===== config.mk =====
export PLATFORM = sky130hd
export DESIGN_NAME = mem_req_arbiter
export DESIGN_NICKNAME = d
export VERILOG_FILES = /design/src/rtl/arb_pkg.sv /design/src/rtl/rr_pick.sv /design/src/rtl/mem_req_arbiter.sv
export SDC_FILE = /design/constraint.sdc
export NUM_CORES = 1
export LEC_CHECK = 0
export CORE_MARGIN = 3
export CORE_UTILIZATION = 30
export DETAILED_ROUTE_END_ITERATION = 8
export DONT_BUFFER_PORTS = 1
export PLACE_DENSITY_LB_ADDON = 0.08
export SLEW_MARGIN = 20
export SYNTH_ARGS = -nofsm -noshare
export SYNTH_HDL_FRONTEND = slang
export SYNTH_SLANG_ARGS = --single-unit

===== constraint.sdc =====
create_clock -name clk -period 4.3 [get_ports clk]
set_clock_uncertainty 0.2 [all_clocks]
set_input_delay 0.645 -clock clk [delete_from_list [all_inputs] [get_ports clk]]
set_output_delay 0.645 -clock clk [all_outputs]
set_load 0.02 [all_outputs]

===== src/rtl/arb_pkg.sv =====
// -----------------------------------------------------------------------------
// arb_pkg
// Shared definitions for the memory request arbiter: FSM state width and
// state encodings. Imported by mem_req_arbiter.
// -----------------------------------------------------------------------------
package arb_pkg;

  localparam int STATE_W = 2;

  typedef enum logic [STATE_W-1:0] {
    IDLE      = 2'd0,
    REQ       = 2'd1,
    WAIT_RESP = 2'd2
  } state_t;

endpackage : arb_pkg


===== src/rtl/rr_pick.sv =====
// -----------------------------------------------------------------------------
// rr_pick
// Combinational round-robin picker. Returns a one-hot vector selecting the
// first set request at or after index ptr+1, wrapping from NUM_REQ-1 to 0.
// Driving ptr with NUM_REQ-1 turns it into a fixed lowest-index-wins picker.
//
// Ports:
//   req   [NUM_REQ-1:0] request vector
//   ptr   [PTR_W-1:0]   index of the last granted requester
//   gnt   [NUM_REQ-1:0] one-hot pick (all zero when req is all zero)
// -----------------------------------------------------------------------------
module rr_pick #(
  parameter int NUM_REQ = 3,
  parameter int PTR_W   = $clog2(NUM_REQ)
) (
  input  logic [NUM_REQ-1:0] req,
  input  logic [PTR_W-1:0]   ptr,
  output logic [NUM_REQ-1:0] gnt
);

  logic [NUM_REQ-1:0] above_ptr;
  logic [NUM_REQ-1:0] masked;

  function automatic logic [NUM_REQ-1:0] lowest_one(input logic [NUM_REQ-1:0] v);
    logic [NUM_REQ-1:0] r;
    r = '0;
    for (int i = NUM_REQ - 1; i >= 0; i--) begin
      if (v[i]) begin
        r    = '0;
        r[i] = 1'b1;
      end
    end
    return r;
  endfunction

  always_comb begin
    // NOTE: every variable written here gets a default first, so no path
    // leaves it unassigned and no latch is inferred.
    above_ptr = '0;
    for (int i = 0; i < NUM_REQ; i++) begin
      above_ptr[i] = (i > int'(ptr));
    end
    masked = req & above_ptr;
    // Requests above the pointer win; otherwise wrap around to the bottom.
    gnt = (|masked) ? lowest_one(masked) : lowest_one(req);
  end

endmodule : rr_pick


===== src/rtl/mem_req_arbiter.sv =====
// -----------------------------------------------------------------------------
// mem_req_arbiter
// Arbitrates NUM_REQ requesters onto one shared memory port. One owner at a
// time: IDLE picks an owner, REQ presents its payload until accepted,
// WAIT_RESP holds ownership until resp_done or a response timeout.
//
// Configuration macro: MEM_ARB_FIXED_PRIO_EN
//   undefined - round-robin, search starts after the last granted index
//   defined   - fixed priority, lowest index wins, no pointer register
//
// Ports:
//   clk          sole clock, rising edge
//   reset        synchronous active-high reset
//   req_valid    [NUM_REQ]              per-requester request valid
//   req_data     [NUM_REQ*DATA_WIDTH]   flattened payloads, requester i at slice i
//   req_ready    [NUM_REQ]              one-hot accept pulse to the owner
//   grant        [NUM_REQ]              one-hot current owner, zero when idle
//   out_valid                           request valid toward the shared port
//   out_ready                           shared port accepts the request
//   out_data     [DATA_WIDTH]           owner's payload (zero with no owner)
//   resp_done                           shared port completed the transaction
//   timeout_err                         one-cycle pulse on forced release
// -----------------------------------------------------------------------------
module mem_req_arbiter
  import arb_pkg::*;
#(
  parameter int NUM_REQ      = 3,
  parameter int DATA_WIDTH   = 32,
  parameter int RESP_TIMEOUT = 255
) (
  input  logic                          clk,
  input  logic                          reset,
  input  logic [NUM_REQ-1:0]            req_valid,
  input  logic [NUM_REQ*DATA_WIDTH-1:0] req_data,
  output logic [NUM_REQ-1:0]            req_ready,
  output logic [NUM_REQ-1:0]            grant,
  output logic                          out_valid,
  input  logic                          out_ready,
  output logic [DATA_WIDTH-1:0]         out_data,
  input  logic                          resp_done,
  output logic                          timeout_err
);

  localparam int PTR_W = $clog2(NUM_REQ);
  localparam int CNT_W = $clog2(RESP_TIMEOUT + 1);
  localparam logic [CNT_W-1:0] CNT_LAST = CNT_W'(RESP_TIMEOUT - 1);

  state_t             state;
  logic [CNT_W-1:0]   wait_cnt;
  logic [NUM_REQ-1:0] pick;
  logic [PTR_W-1:0]   pick_ptr;
  logic               accept;

`ifdef MEM_ARB_FIXED_PRIO_EN
  // A pointer pinned at the top index makes the picker start at index 0.
  assign pick_ptr = PTR_W'(NUM_REQ - 1);
`else
  logic [PTR_W-1:0] last_ptr;
  logic [PTR_W-1:0] grant_idx;

  assign pick_ptr = last_ptr;

  always_comb begin
    grant_idx = '0;
    for (int i = 0; i < NUM_REQ; i++) begin
      if (grant[i]) grant_idx = PTR_W'(i);
    end
  end
`endif

  rr_pick #(
    .NUM_REQ (NUM_REQ),
    .PTR_W   (PTR_W)
  ) u_pick (
    .req (req_valid),
    .ptr (pick_ptr),
    .gnt (pick)
  );

  // Handshake is combinational so req_ready pulses in the accepting cycle;
  // gated by reset so an abandoned transaction never reports acceptance.
  assign accept    = out_valid && out_ready && !reset;
  assign req_ready = grant & {NUM_REQ{accept}};

  always_comb begin
    out_data = '0;
    for (int i = 0; i < NUM_REQ; i++) begin
      out_data = out_data | (req_data[i*DATA_WIDTH +: DATA_WIDTH] & {DATA_WIDTH{grant[i]}});
    end
  end

  // NOTE: state is updated with non-blocking assignments so every register
  // samples pre-edge values, independent of statement order.
  always_ff @(posedge clk) begin
    if (reset) begin
      state       <= IDLE;
      grant       <= '0;
      out_valid   <= 1'b0;
      timeout_err <= 1'b0;
      wait_cnt    <= '0;
`ifndef MEM_ARB_FIXED_PRIO_EN
      last_ptr    <= PTR_W'(NUM_REQ - 1);
`endif
    end else begin
      timeout_err <= 1'b0;
      case (state)
        IDLE: begin
          if (|req_valid) begin
            grant     <= pick;
            out_valid <= 1'b1;
            state     <= REQ;
          end
        end
        REQ: begin
          if (out_valid && out_ready) begin
            out_valid <= 1'b0;
            wait_cnt  <= '0;
            state     <= WAIT_RESP;
`ifndef MEM_ARB_FIXED_PRIO_EN
            last_ptr  <= grant_idx;
`endif
          end
        end
        WAIT_RESP: begin
          // resp_done is checked first so it wins over a same-cycle timeout.
          if (resp_done) begin
            grant <= '0;
            state <= IDLE;
          end else if (wait_cnt == CNT_LAST) begin
            grant       <= '0;
            timeout_err <= 1'b1;
            state       <= IDLE;
          end else begin
            wait_cnt <= wait_cnt + CNT_W'(1);
          end
        end
        default: begin
          grant     <= '0;
          out_valid <= 1'b0;
          state     <= IDLE;
        end
      endcase
    end
  end

endmodule : mem_req_arbiter


; After elaboration in Yosys (flattened, before gate mapping)
; Cells that the tools add are included.
; W data, S select, Z words.
[totals]
register_bits = 17
inputBits = 103
out_inout_bits = 40
wordCells = 65
[classes]
add_sub_neg = 1
order_cmp = 2
eq_ne = 8
mux = 26
bitwise = 9
n_reduce_logical = 13
[ops]
columns = cell, count
row1 = $and A32 B32 Y32, 3
row2 = $or A32 B32 Y32, 2
row3 = $mux W3, 10
row4 = $mux W8, 3
row5 = $pmux W8 S2, 1
row6 = $mux W2, 5
row7 = $pmux W3 S3, 1
row8 = $reduce_and A3 Y1, 3
row9 = $reduce_or A3 Y1, 3
row10 = $add A8 B1 Y8 const B, 1
row11 = $eq A8 B8 Y1 const B, 1
row12 = $ne A2 B2 Y1 const B, 4
row13 = $and A3 B3 Y3, 2
row14 = $pmux W2 S3, 1
row15 = $mux W1, 4
row16 = $reduce_and A4 Y1, 1
row17 = $ne A3 B3 Y1 const B, 1
row18 = $pmux W1 S3, 1
row19 = $eq A2 B1 Y1 const B, 1
row20 = $eq A2 B2 Y1 const B, 1
row21 = $gt A1 B2 Y1 const A, 1
row22 = $gt A2 B2 Y1 const A, 1
row23 = $logic_and A1 B1 Y1, 2
row24 = $logic_not A2 Y1, 1
row25 = 4 further kinds, 5

; Depth between registers and ports, before layout
[logic_depth]
word_depth = 8
ltp_mapped = 7
ltp_nobuf = 6

; Modules after synthesis
; From an unflattened synthesis, not the netlist that was laid out.
[unflattened]
cells_unflattened = 180
area_unflattened_um2 = 1357.6
[modules_own_cells]
columns = mod, n_inst, cells_each, area_per_inst_um2, seq_area_each_um2
row1 = mem_req_arbiter, 1, 172, 1297.5, 340.3
row2 = rr_pick, 1, 8, 60.1, 0.0

; Least setup slack after synthesis
; No wires, ideal clock.
[synth_timing]
path_type = input to output
startpoint = input reset
endpoint = output req_ready[2]
arrival_time_ns = 1.540
required_ns = 3.455
setup_slack_ns = 1.915
stages = 3
n_path_buf = 2
cell_sequence = clkbuf_1 > buf_1 > nor3_1
[synth_via]
elab_chain_len = 3
[synth_rtl]
columns = item, line_no
row1 = from (decl), mem_req_arbiter.sv:32  ; input logic reset,
row2 = $logic_not A1 Y1, mem_req_arbiter.sv:82  ; assign accept = out_valid && out_ready && !reset;
row3 = $logic_and A1 B1 Y1, mem_req_arbiter.sv:82
row4 = $and A3 B3 Y3, mem_req_arbiter.sv:83  ; assign req_ready = grant & {NUM_REQ{accept}};
row5 = to (decl), mem_req_arbiter.sv:35  ; output logic [NUM_REQ-1:0] req_ready,
; No other way between the ends.

; Final worst setup path
[layout_timing]
startpoint = register grant[2]
endpoint = output req_ready[2]
[layout_via]
elab_chain_len = 1
[layout_rtl]
columns = item, line_no
row1 = from (decl), mem_req_arbiter.sv:36  ; output logic [NUM_REQ-1:0] grant,
row2 = from (signal assigned), mem_req_arbiter.sv:109  ; grant <= pick;
row3 = $and A3 B3 Y3, mem_req_arbiter.sv:83
; No other way between the ends.

==> key figures <==
Synth
  • Area contributors post-synth: dfxtp_1 (25%), a222oi_1 (23%), inv_1 (9.9%)
  • Post-synth top area share: 0.250
  • Most frequent cells after synthesis: inv_1 (36), a222oi_1 (32), dfxtp_1 (17)
  • Cells after Synth: 178
  • Count of cell types in the netlist: 36
  • Avg Cell Area, Syn: 7.66 um2
  • Post-synth EDFFs: 0
  • Async SR Flop Fraction: 0
  • Register area share after synthesis: 0.250
  • Leading area contributor after synthesis: dfxtp_1
  • Syn Nets: 283
  • Yosys warnings: 0
  • Mapped cell area: 1360 um2
  • Top_reg_cell synth: dfxtp_1
  • FF+latch count, synth: 17
  • Most common cell in the synthesized netlist: inv_1

Placement
  • PortBufs: 0
  • Hpwl dp: 3780 um
  • Placed cell areas: 1370 um2
  • RePlAce Congestion: 0.766

Final layout
  • Final instance area: 1420 um2
  • Final core occ: 0.337
  • Layout cells sized above 1: 0.0843
  • Syn-to-layout area delta: 3.76%
  • FILL cells: 450
  • ANT cells: 0
  • Nets: 272

Worst hold path
  • Hold Path Class: in -> reg
  • Hold depth: 1
  • WHS Endpoint: wait_cnt[7]
  • Min-delay src: reset

Critical path
  • Worst Path Buf+Inv: 1
  • WP data arrival: 1.88 ns
  • Largest delay share family, worst path: flip-flops
  • Reg2Reg Setup Slack: 2.30 ns
  • CP max stage delay: 0.92 ns
  • Setup crit end kind: primary output
  • WP data required: 3.45 ns
  • Worst-path cell chain: inv_1 > nor3_1
  • Worst r2r dst: wait_cnt[4]
  • Slowest CP cell: dfxtp_1
  • Crit Path Category: reg -> out
  • Worst setup SP type: flip-flop
  • RR Startpoint: state[0]
  • Worst-path fanout max: 22
  • Reg2Reg Depth: 3

Floorplan
  • Core Box Area: 4200 um2
  • IO Count: 143
  • Die X: 73.4 um
  • # rows: 23
  • Starting Density: 0.325
  • Die area: 5390 um2
  • Die Height: 73.4 um

Detailed routing
  • Post-route DRC: 0
  • Iter 0 DRT Violations: 174
  • DRT Pass-1 Iters: 7
  • Post-route ant nets: 0
  • Avg WL per Cell: 22.0 um
  • Via count of the routed design: 1,478
  • Vias per inst: 6.84
  • Final wirelength: 4760 um

Pwr
  • PwrDens: 299 nW/um2
  • Maximum vdd drop: 0.152 mV
  • Leakage: 0.608 nW

Global routing
  • Largest net degree at the start of global routing: 36
  • Initial antenna violation count: 0
  • Tot GR Track Use: 0.153
  • Vias in the first global route: 1,306
  • First-pass GRT wire length: 6560 um
  • GRT overflow: 0

STA
  • Max Fclk: 367 MHz
  • RSZ-0062 raised after global routing: false
  • Slew Limit Fails: 0
  • Final Hold Vio Count: 0
  • Worst-margin pin slew: 0.908 ns
  • Final setup violation count: 0
  • Sum Neg Setup Slack: 0 ns
  • Final period utilization: 0.634
  • Slew headroom: 0.394
  • Post-route minimum period: 2.72 ns

Clock network
  • Number of buffers on the longest clock path: 2
  • CTS Buf Count: 3
  • Post-CTS sizing: 0
  • Clock root cell: clkbuf_8
  • Htree depth: 1
  • Cts hold-fix bufs: 0
  • Post-CTS setup-driven buffer insertion count: 0
  • Clock Sinks: 17
  • CTS tree: yes
  • Skew-Pair Late Insertion Delay: 0.25 ns
  • Clock transition at path regs: 0.07 ns

Outcome
  • Status: complete, no violations

Flow run
  • Max-Cap Viols: 0
[flip-flops by register name (all words and copies together) (netlist names)]
| register | cells |
|---|---|
| grant | 3 |
| last_ptr | 2 |
| out_valid | 1 |
| state | 2 |
| timeout_err | 1 |
| wait_cnt | 8 |
[kinds of logic (layout without fill, tap and decap cells)]
| kind of cell | after synthesis | after routing | share of synthesized area |
|---|---|---|---|
| flops | 17 | 17 | 0.250 |
| fa+ha+maj | 2 | 2 | 0.0183 |
| buf+inv | 54 | 42 | 0.153 |
| compound gates | 61 | 61 | 0.378 |
| simple gates | 44 | 44 | 0.201 |
[cell type report]
cell class	count	area [um2]	share of cell area
clock inverter	1	5.00	0.00354
multi-input combinational	107	815	0.576
timing repair buffer	2	15.0	0.0106
tap	50	62.6	0.0442
clock buffer	3	41.3	0.0292
inverter	36	135	0.0955
sequential	17	342	0.241
[per-layer routing]
metal	wire length, um	track usage
met1	1850	0.207
met2	2470	0.246
met3	428	0.0520
met4	8	0.0141
met5	0	0
[worst register-to-register path: cells and delay by family (launching register included)]
family | cells | cell delay [ns]
AOI/OAI and AO/OA | 2 | 0.57
DFF | 1 | 0.55
and+or+nand+nor | 1 | 0.59
[worst max-delay path by stage]
stage / start / endpoint / slack, ns / cells past startpoint
6_report: grant[2] / req_ready[2] / 1.58 / 2
5_1_grt: grant[2] / req_ready[2] / 1.43 / 2
4_1_cts: grant[0] / req_ready[0] / 1.38 / 1
3_5_place_dp: grant[0] / req_ready[0] / 1.66 / 1
3_3_place_gp: grant[0] / req_ready[0] / 1.73 / 1
2_1_floorplan: reset / req_ready[2] / 1.91 / 3
[power breakdown]
part	leakage (nW)	switching, mW	internal (mW)
sequential	0.138	0.0206	0.163
clock	0.0255	0.0583	0.0644
combinational	0.444	0.0808	0.0371
[cell usage in the layout, fill, tap and decap left out, types with 2 or more instances in the layout]
cell | netlist | routed
inv_1 | 36 | 36
a222oi_1 | 32 | 32
dfxtp_1 | 17 | 16
nand3_1 | 12 | 12
a21oi_1 | 9 | 9
nor3_1 | 6 | 6
nor2_1 | 4 | 4
a31oi_1 | 4 | 4
nor3b_1 | 3 | 3
o21bai_1 | 3 | 3
a32o_1 | 3 | 3
or4_1 | 3 | 3
clkbuf_8 | 0 | 3
nand2_1 | 2 | 2
nor2b_1 | 2 | 2
o22ai_1 | 2 | 2
nand4_1 | 2 | 2
or2_2 | 2 | 2
o211ai_1 | 2 | 2
or3_1 | 2 | 2
ha_1 | 2 | 2
buf_4 | 1 | 2
[per-stage QoR]
step                total power [mW]  hold WS (ns)  cells  worst slack [ns]
floorplan                      0.294         0.261    178              1.91
global placement               0.303         0.284    212              1.73
detailed placement             0.305         0.286    212              1.66
CTS                            0.429         0.244    216              1.38
global route                   0.453         0.233    216              1.43
finish                         0.424         0.253    216              1.58
Note: power is estimated with default switching activity, not from simulation.
